--- config.mk ---
export PLATFORM = sky130hd
export DESIGN_NAME = uart_cmd_sequencer
export DESIGN_NICKNAME = d
export VERILOG_FILES = /design/src/rtl/uart_cmd_sequencer.sv
export SDC_FILE = /design/constraint.sdc
export NUM_CORES = 1
export LEC_CHECK = 0
export ABC_AREA = 1
export CELL_PAD_IN_SITES_DETAIL_PLACEMENT = 1
export CELL_PAD_IN_SITES_GLOBAL_PLACEMENT = 2
export CORE_MARGIN = 10
export CORE_UTILIZATION = 38
export DETAILED_ROUTE_END_ITERATION = 8
export DONT_BUFFER_PORTS = 1
export PLACE_DENSITY_LB_ADDON = 0.1
export SLEW_MARGIN = 0
export SYNTH_ARGS = -nofsm -noshare
export SYNTH_HDL_FRONTEND = slang
export SYNTH_SLANG_ARGS = --single-unit
--- constraint.sdc ---
create_clock -name i_clk -period 1.94 [get_ports i_clk]
set_clock_uncertainty 0.05 [all_clocks]
set_input_delay 0 -clock i_clk [delete_from_list [all_inputs] [get_ports i_clk]]
set_output_delay 0 -clock i_clk [all_outputs]
set_load 0.05 [all_outputs]
--- src/rtl/uart_cmd_sequencer.sv ---
// ============================================================================
// Module  : uart_cmd_sequencer
// Purpose : Frames UART bytes (SYNC, OPCODE, operands, XOR check) into CORDIC
//           commands issued over valid/ready. Optional macro: UART_CMD_STATS_EN.
// Revision: 1.0  initial release
// ============================================================================
`default_nettype none

module uart_cmd_sequencer #(
    parameter logic [7:0]  SYNC_BYTE      = 8'hA5,
    parameter int unsigned OPERAND_BYTES  = 4,
    parameter int unsigned TIMEOUT_CYCLES = 100_000
) (
    input  logic                         i_clk,
    input  logic                         i_rst_n,
    input  logic [7:0]                   i_rx_byte,
    input  logic                         i_rx_byte_valid,
    input  logic                         i_rx_err,
    output logic [7:0]                   o_cmd_op,
    output logic [8*OPERAND_BYTES-1:0]   o_cmd_operand,
    output logic                         o_cmd_valid,
    input  logic                         i_cmd_ready,
`ifdef UART_CMD_STATS_EN
    output logic [15:0]                  o_good_cnt,
    output logic [15:0]                  o_drop_cnt,
`endif
    output logic                         o_frame_err,
    output logic                         o_overrun
);

    localparam int unsigned OPW  = 8 * OPERAND_BYTES;
    localparam int unsigned IDXW = (OPERAND_BYTES > 1) ? $clog2(OPERAND_BYTES) : 1;
    localparam int unsigned TW   = $clog2(TIMEOUT_CYCLES);

    localparam logic [IDXW-1:0] IDX_LAST = IDXW'(OPERAND_BYTES - 1);
    localparam logic [TW-1:0]   TMO_LAST = TW'(TIMEOUT_CYCLES - 1);

    localparam logic [2:0] ST_IDLE    = 3'd0;
    localparam logic [2:0] ST_OPCODE  = 3'd1;
    localparam logic [2:0] ST_OPERAND = 3'd2;
    localparam logic [2:0] ST_CHECK   = 3'd3;
    localparam logic [2:0] ST_ISSUE   = 3'd4;

    logic [2:0]      state_q,     state_d;
    logic [7:0]      op_q,        op_d;
    logic [OPW-1:0]  operand_q,   operand_d;
    logic [7:0]      cks_q,       cks_d;
    logic [IDXW-1:0] idx_q,       idx_d;
    logic [TW-1:0]   tmo_q,       tmo_d;
    logic            valid_q,     valid_d;
    logic            frame_err_q, frame_err_d;
    logic            overrun_q,   overrun_d;

    logic in_frame;
    logic abort;

    assign in_frame = (state_q == ST_OPCODE) || (state_q == ST_OPERAND) ||
                      (state_q == ST_CHECK);
    // Timeout outranks an rx error, which outranks a byte in the same cycle.
    assign abort    = in_frame && ((tmo_q == TMO_LAST) || i_rx_err);

    always_comb begin
        state_d     = state_q;
        op_d        = op_q;
        operand_d   = operand_q;
        cks_d       = cks_q;
        idx_d       = idx_q;
        valid_d     = valid_q;
        frame_err_d = 1'b0;
        overrun_d   = 1'b0;

        if (!in_frame || abort || i_rx_byte_valid) begin
            tmo_d = '0;
        end else begin
            tmo_d = tmo_q + TW'(1);
        end

        if (abort) begin
            frame_err_d = 1'b1;
            state_d     = ST_IDLE;
        end else begin
            case (state_q)
                ST_IDLE: begin
                    if (i_rx_byte_valid && (i_rx_byte == SYNC_BYTE)) begin
                        state_d = ST_OPCODE;
                    end
                end
                ST_OPCODE: begin
                    if (i_rx_byte_valid) begin
                        op_d    = i_rx_byte;
                        cks_d   = i_rx_byte;
                        idx_d   = '0;
                        state_d = ST_OPERAND;
                    end
                end
                ST_OPERAND: begin
                    if (i_rx_byte_valid) begin
                        for (int b = 0; b < OPERAND_BYTES; b++) begin
                            if (idx_q == IDXW'(b)) begin
                                operand_d[8*b +: 8] = i_rx_byte;
                            end
                        end
                        cks_d = cks_q ^ i_rx_byte;
                        if (idx_q == IDX_LAST) begin
                            state_d = ST_CHECK;
                        end else begin
                            idx_d = idx_q + IDXW'(1);
                        end
                    end
                end
                ST_CHECK: begin
                    if (i_rx_byte_valid) begin
                        if (i_rx_byte == cks_q) begin
                            valid_d = 1'b1;
                            state_d = ST_ISSUE;
                        end else begin
                            frame_err_d = 1'b1;
                            state_d     = ST_IDLE;
                        end
                    end
                end
                ST_ISSUE: begin
                    // Bytes here are dropped outright, never treated as SYNC.
                    overrun_d = i_rx_byte_valid;
                    if (i_cmd_ready) begin
                        valid_d = 1'b0;
                        state_d = ST_IDLE;
                    end
                end
                default: begin
                    state_d   = ST_IDLE;
                    op_d      = '0;
                    operand_d = '0;
                    cks_d     = '0;
                    idx_d     = '0;
                    valid_d   = 1'b0;
                end
            endcase
        end
    end

    always_ff @(posedge i_clk or negedge i_rst_n) begin
        if (!i_rst_n) begin
            state_q     <= ST_IDLE;
            op_q        <= '0;
            operand_q   <= '0;
            cks_q       <= '0;
            idx_q       <= '0;
            tmo_q       <= '0;
            valid_q     <= 1'b0;
            frame_err_q <= 1'b0;
            overrun_q   <= 1'b0;
        end else begin
            state_q     <= state_d;
            op_q        <= op_d;
            operand_q   <= operand_d;
            cks_q       <= cks_d;
            idx_q       <= idx_d;
            tmo_q       <= tmo_d;
            valid_q     <= valid_d;
            frame_err_q <= frame_err_d;
            overrun_q   <= overrun_d;
        end
    end

    assign o_cmd_op      = op_q;
    assign o_cmd_operand = operand_q;
    assign o_cmd_valid   = valid_q;
    assign o_frame_err   = frame_err_q;
    assign o_overrun     = overrun_q;

`ifdef UART_CMD_STATS_EN
    logic [15:0] good_cnt_q, good_cnt_d;
    logic [15:0] drop_cnt_q, drop_cnt_d;

    always_comb begin
        good_cnt_d = good_cnt_q;
        drop_cnt_d = drop_cnt_q;
        if (valid_q && i_cmd_ready && (good_cnt_q != 16'hFFFF)) begin
            good_cnt_d = good_cnt_q + 16'd1;
        end
        if ((frame_err_q || overrun_q) && (drop_cnt_q != 16'hFFFF)) begin
            drop_cnt_d = drop_cnt_q + 16'd1;
        end
    end

    always_ff @(posedge i_clk or negedge i_rst_n) begin
        if (!i_rst_n) begin
            good_cnt_q <= '0;
            drop_cnt_q <= '0;
        end else begin
            good_cnt_q <= good_cnt_d;
            drop_cnt_q <= drop_cnt_d;
        end
    end

    assign o_good_cnt = good_cnt_q;
    assign o_drop_cnt = drop_cnt_q;
`endif

endmodule

`default_nettype wire
======== Word level (Yosys, flattened, before mapping) ========
Cells that the tools add are included.
word-level totals
  output and inout port bits .............. 43
  bits in registers ....................... 73
  logic and storage cells ................. 103
cells by class
  reductions and logical operators ........ 23
  equal/unequal tests ..................... 26
  bitwise gates (word level) .............. 6
  $add $sub $neg .......................... 2
  muxes and demuxes ....................... 34
operators by type and width
  operator               number
  $pmux 32 s2            1
  $mux 8                 6
  $mux 32                1
  $mux 3                 8
  $pmux 8 s3             1
  $reduce_and 4->1       5
  $add 17x1->17 const B  1
  $eq 17x17->1 const B   1
  $mux 17                1
  $pmux 8 s2             1
  $ne 3x3->1 const B     5
  $pmux 3 s5             1
  $ne 2x1->1 const B     5
  $ne 2x2->1 const B     5
  $reduce_and 5->1       2
  $mux 1                 9
  $eq 8x8->1             1
  $eq 8x8->1 const B     1
  $reduce_or 4->1        2
  $xor 8x8->8            1
  $eq 3x2->1 const B     2
  $mux 2                 3
  $pmux 2 s3             1
  $reduce_and 6->1       1
  other kinds (15)       26

======== Logic depth before layout (Yosys ltp) ========
  depth after elaboration ................. 7
  mapped depth ............................ 12
  depth with buffers taken out ............ 11

======== Least setup slack after synthesis ========
No wires, ideal clock.
  path type ............................... register to register
  start ................................... register tmo_q[0]
  end ..................................... register op_q[1], in the netlist o_cmd_op[1]
  library setup time ...................... 123 ps
  arrival ................................. 1552 ps
  path buffers ............................ 1
  setup slack ............................. 215 ps
  cell stages (with the launch flop) ...... 11
  cell sequence ........................... dfrtp_1 ha_1 nand3_1 nor2_1 nand3_1 nand2_2 nand2_4 nand2_4 buf_4 o21ai_0 nand2_1
between the ends
  word-level cells in the longest chain between the ends .. 5
RTL lines
  what                               line  text
  start, declared                    49    logic [TW-1:0] tmo_q, tmo_d;
  start signal, assigned             159   tmo_q <= tmo_d;
  $eq 17x17->1                       60    assign abort = in_frame && ((tmo_q == TMO_LAST) || i_rx_err);
  $logic_or 1x1->1                   60
  $logic_and 1x1->1                  60
  $not 1->1 (no source line)         --
  $reduce_and 3->1 (no source line)  --
  end signal, assigned               155   op_q <= op_d;
  end, declared                      45    logic [7:0] op_q, op_d;
Every way passes these cells.
A chain may end at the register's enable or synchronous reset.

======== Final worst setup path ========
  start ................................... register tmo_q[0]
  end ..................................... register operand_q[29], in the netlist o_cmd_operand[29]
between the ends
  word-level cells in the longest chain between the ends .. 5
RTL lines
  what                               line  text
  $eq 17x17->1                       60
  $logic_or 1x1->1                   60
  $logic_and 1x1->1                  60
  $not 1->1 (no source line)         --
  $reduce_and 4->1 (no source line)  --
  end signal, assigned               156   operand_q <= operand_d;
  end, declared                      46    logic [OPW-1:0] operand_q, operand_d;
Every way passes these cells.

==> out/results.tsv <==
metric	value	unit
largest net degree at the start of global routing	74	
DR WL met3	600	um
H-tree depth	3	
layout cells sized above 1	0.140	
First-pass DRT Iterations	4	
post-route ant nets	0	
Post-synth EDFFs	0	
Global Route Usage Sum	0.143	
Hold Violations, Final	0	
FMAX	0.528	GHz
Fin Hold WS	0.0450	ns
number of diodes	0	
fin. max-slew vios	0	
clk_lat worst skew	0.36	ns
first-pass GRT wire length	16200	um
Top Ports	56	
#FFs+latches synth	73	
placed insts	562	
CTS tree	built	
fin crit period	1.89	ns
leading area contributor after synthesis	dfrtp_1	
leading post-synthesis cells by cell area	dfrtp_1 (50%), nand2_1 (11%), nor2_1 (5.6%), o21ai_1 (4.0%), inv_1 (3.6%)	
vias in the first global route	2998	
Clock Tree Buf Depth	2	
hold depth	4	
Pleak	1.97	nW
Post-synth top flop	dfrtp_1	
synthesized area per cell	8.53	um2
Routed wire per std cell	16.5	um
initial antenna violation count	0	
most frequent CP cell	nand3_1	
FFs w/ async S/R, synth	1.00	
worst hold endpoint	state_q[0]	
die height	118	um
RR Endpoint	o_cmd_operand[29]	
reg2reg start	tmo_q[0]	
Initial Util	0.391	
cts bufs inserted	9	
CP Capture Type	flop	
Via density	4.88	
maximum vdd drop	0.970	mV
# fillers	1135	
synthesized cell area	3630	um2
Top Metal Used	met4	
CP peak stage delay	0.41	ns
Finished Layout Cells	594	
critical path cell sequence	ha_1 > nand3_1 > nor2_1 > nand3_1 > nand2_2 > nand2_4 > nand3_2 > nand2_1 > o21ai_2	
Max-Cap Viols	0	
reg2reg setup slack	0.05	ns
Setup Viol. Count Final	0	
DR vias	2897	
setup TNS	0	ns
Root Buffer	clkbuf_8	
crit path kind	reg -> reg	
Synth top area share	0.504	
Synth cell types	33	
Syn-to-layout area delta	16.6	%
Required @ worst endpoint	2.14	ns
Cells after Synth	425	
Top delay family on crit path	simple AND/OR/NAND/NOR gates	
status	finished, final reports clean	
Core Footprint	9280	um2
pre-CTS setup slack	0.0249	ns
final WL	9800	um
DRC	0	
Power Dens Cells	1690	nW/um2
register area share after synthesis	0.504	
CP Max Fanout	16	
DR WL met2	4480	um
worst-margin pin slew	0.524	ns
# port buffers	0	
Final WS setup	0.0469	ns
Worst Min Path Start	i_rx_byte_valid	
Tcrit/Tclk final	0.976	
syn_nets	443	
synth warn	0	
CP arrival	2.09	ns
cells on worst reg2reg path	9	
crit start category	flop	
DRT met1 WL	4610	um
Layout Nets	478	
Final Power	7.12	mW
Placer Congestion	0.786	
row cnt	35	
Worst slew margin	0.650	
Iter 0 DRT Violations	131	
Buf+Inv Stages, Crit Path	0	
Crit-path slowest cell	dfrtp_1	
Num Clock Sinks	73	
DPL Wire Length	7120	um
register clock-pin slew on the reported worst setup and hold paths	0.09	ns
RSZ-0062 raised after global routing	yes	
HP Class	in -> reg	
gr ovfl total	0	
Chip Width	118	um
die area	13800	um2
repair_timing:
| item | CTS | global route |
|---|---|---|
| resized for setup | 0 | 5 |
| hold buffers | 13 | 0 |
| setup endpoints to repair | 0 | 48 |
| buffers inserted | 0 | 3 |
| hold endpoints to repair | 112 | 0 |
worst max-delay path by stage:
stage	from	to	slack (ns)	cells past startpoint
2_1_floorplan	tmo_q[0]	o_cmd_op[1]	0.22	10
3_3_place_gp	tmo_q[0]	cks_q[4]	0.09	11
3_5_place_dp	tmo_q[0]	cks_q[4]	0.02	11
4_1_cts	tmo_q[0]	cks_q[4]	0.007	11
5_1_grt	tmo_q[0]	o_cmd_operand[28]	-0.09	9
6_report	tmo_q[0]	o_cmd_operand[29]	0.05	9
report_power, final:
part	leakage [nW]	total (mW)	switching, mW	internal [mW]
Combinational	0.883	2.41	1.58	0.828
Clock	0.0888	1.17	0.682	0.489
Sequential	0.999	3.54	1.58	1.97
cell type report:
class	count	area, um2	share of cell area
Clock inverter	7	61.3	0.0145
Sequential cell	73	1830	0.432
Timing Repair Buffer	34	318	0.0752
Inverter	37	141	0.0334
Tap cell	129	161	0.0382
Clock buffer	9	124	0.0293
Multi-Input combinational cell	305	1600	0.377
metrics by stage:
stage / cell area (um2) / util
after floorplan: 3630 / -
after global placement: 3850 / 0.415
after detailed placement: 3850 / 0.415
after CTS: 4190 / 0.451
after global routing: 4230 / 0.455
final: 4230 / 0.455
cells by family (layout without fill, tap and decap cells):
| kind of cell | Yosys count | in the layout | synth area share |
|---|---|---|---|
| xor+xnor | 17 | 17 | 0.0411 |
| buf+inv | 47 | 87 | 0.0618 |
| flops | 73 | 73 | 0.504 |
| simple gates | 216 | 216 | 0.271 |
| fa+ha+maj | 5 | 5 | 0.0173 |
| compound gates | 67 | 67 | 0.106 |
worst register-to-register path: stages (launching register included):
cell     delay, ns
dfrtp_1       0.41
ha_1          0.23
nand3_1       0.11
nor2_1        0.06
nand3_1       0.12
nand2_2       0.10
nand2_4       0.15
nand3_2       0.31
nand2_1       0.19
o21ai_2       0.07
cell usage in the layout, fill, tap and decap left out, types with 2 or more instances in the layout:
cell type	instances
inv_6	3
dlygate4sd3_1	12
nor3b_1	4
nor2_2	3
clkbuf_8	9
o21ai_1	30
nand3_2	4
o21ai_2	8
o21ai_0	22
ha_1	5
nand3_1	16
nor2_4	2
inv_1	35
nand4_1	7
buf_4	20
xnor2_1	8
nor3_1	11
nor2_1	53
nand2_4	4
nand2_1	104
dfrtp_1	73
nor4_1	3
xor2_1	9
a21oi_1	3
clkinvlp_4	2
cells in the mapped netlist (3+ instances only):
library cell / n
nor2_2: 4
nor3b_1: 4
o21ai_0: 23
o21ai_1: 29
buf_6: 5
nor4_1: 3
a21oi_1: 3
xnor2_1: 8
nand4_1: 7
buf_2: 3
ha_1: 5
xor2_1: 9
nor2_1: 54
inv_1: 35
nor3_1: 11
nand2_1: 104
dfrtp_1: 73
nand3_1: 16
nand3_2: 5
o21ai_2: 8
nand2_4: 4
layer usage:
metal | track usage | vias to the layer above
li1 | - | 1451
met1 | 0.187 | 1388
met2 | 0.215 | 47
met3 | 0.0508 | 11
met4 | 0.0440 | 0
met5 | 0 | -
registers in the layout (all words and copies together), names as in the netlist:
signal         flops
state_q            3
o_overrun          1
tmo_q             17
o_cmd_valid        1
o_frame_err        1
o_cmd_operand     32
idx_q              2
cks_q              8
o_cmd_op           8
Note: power is estimated with default switching activity, not from simulation.
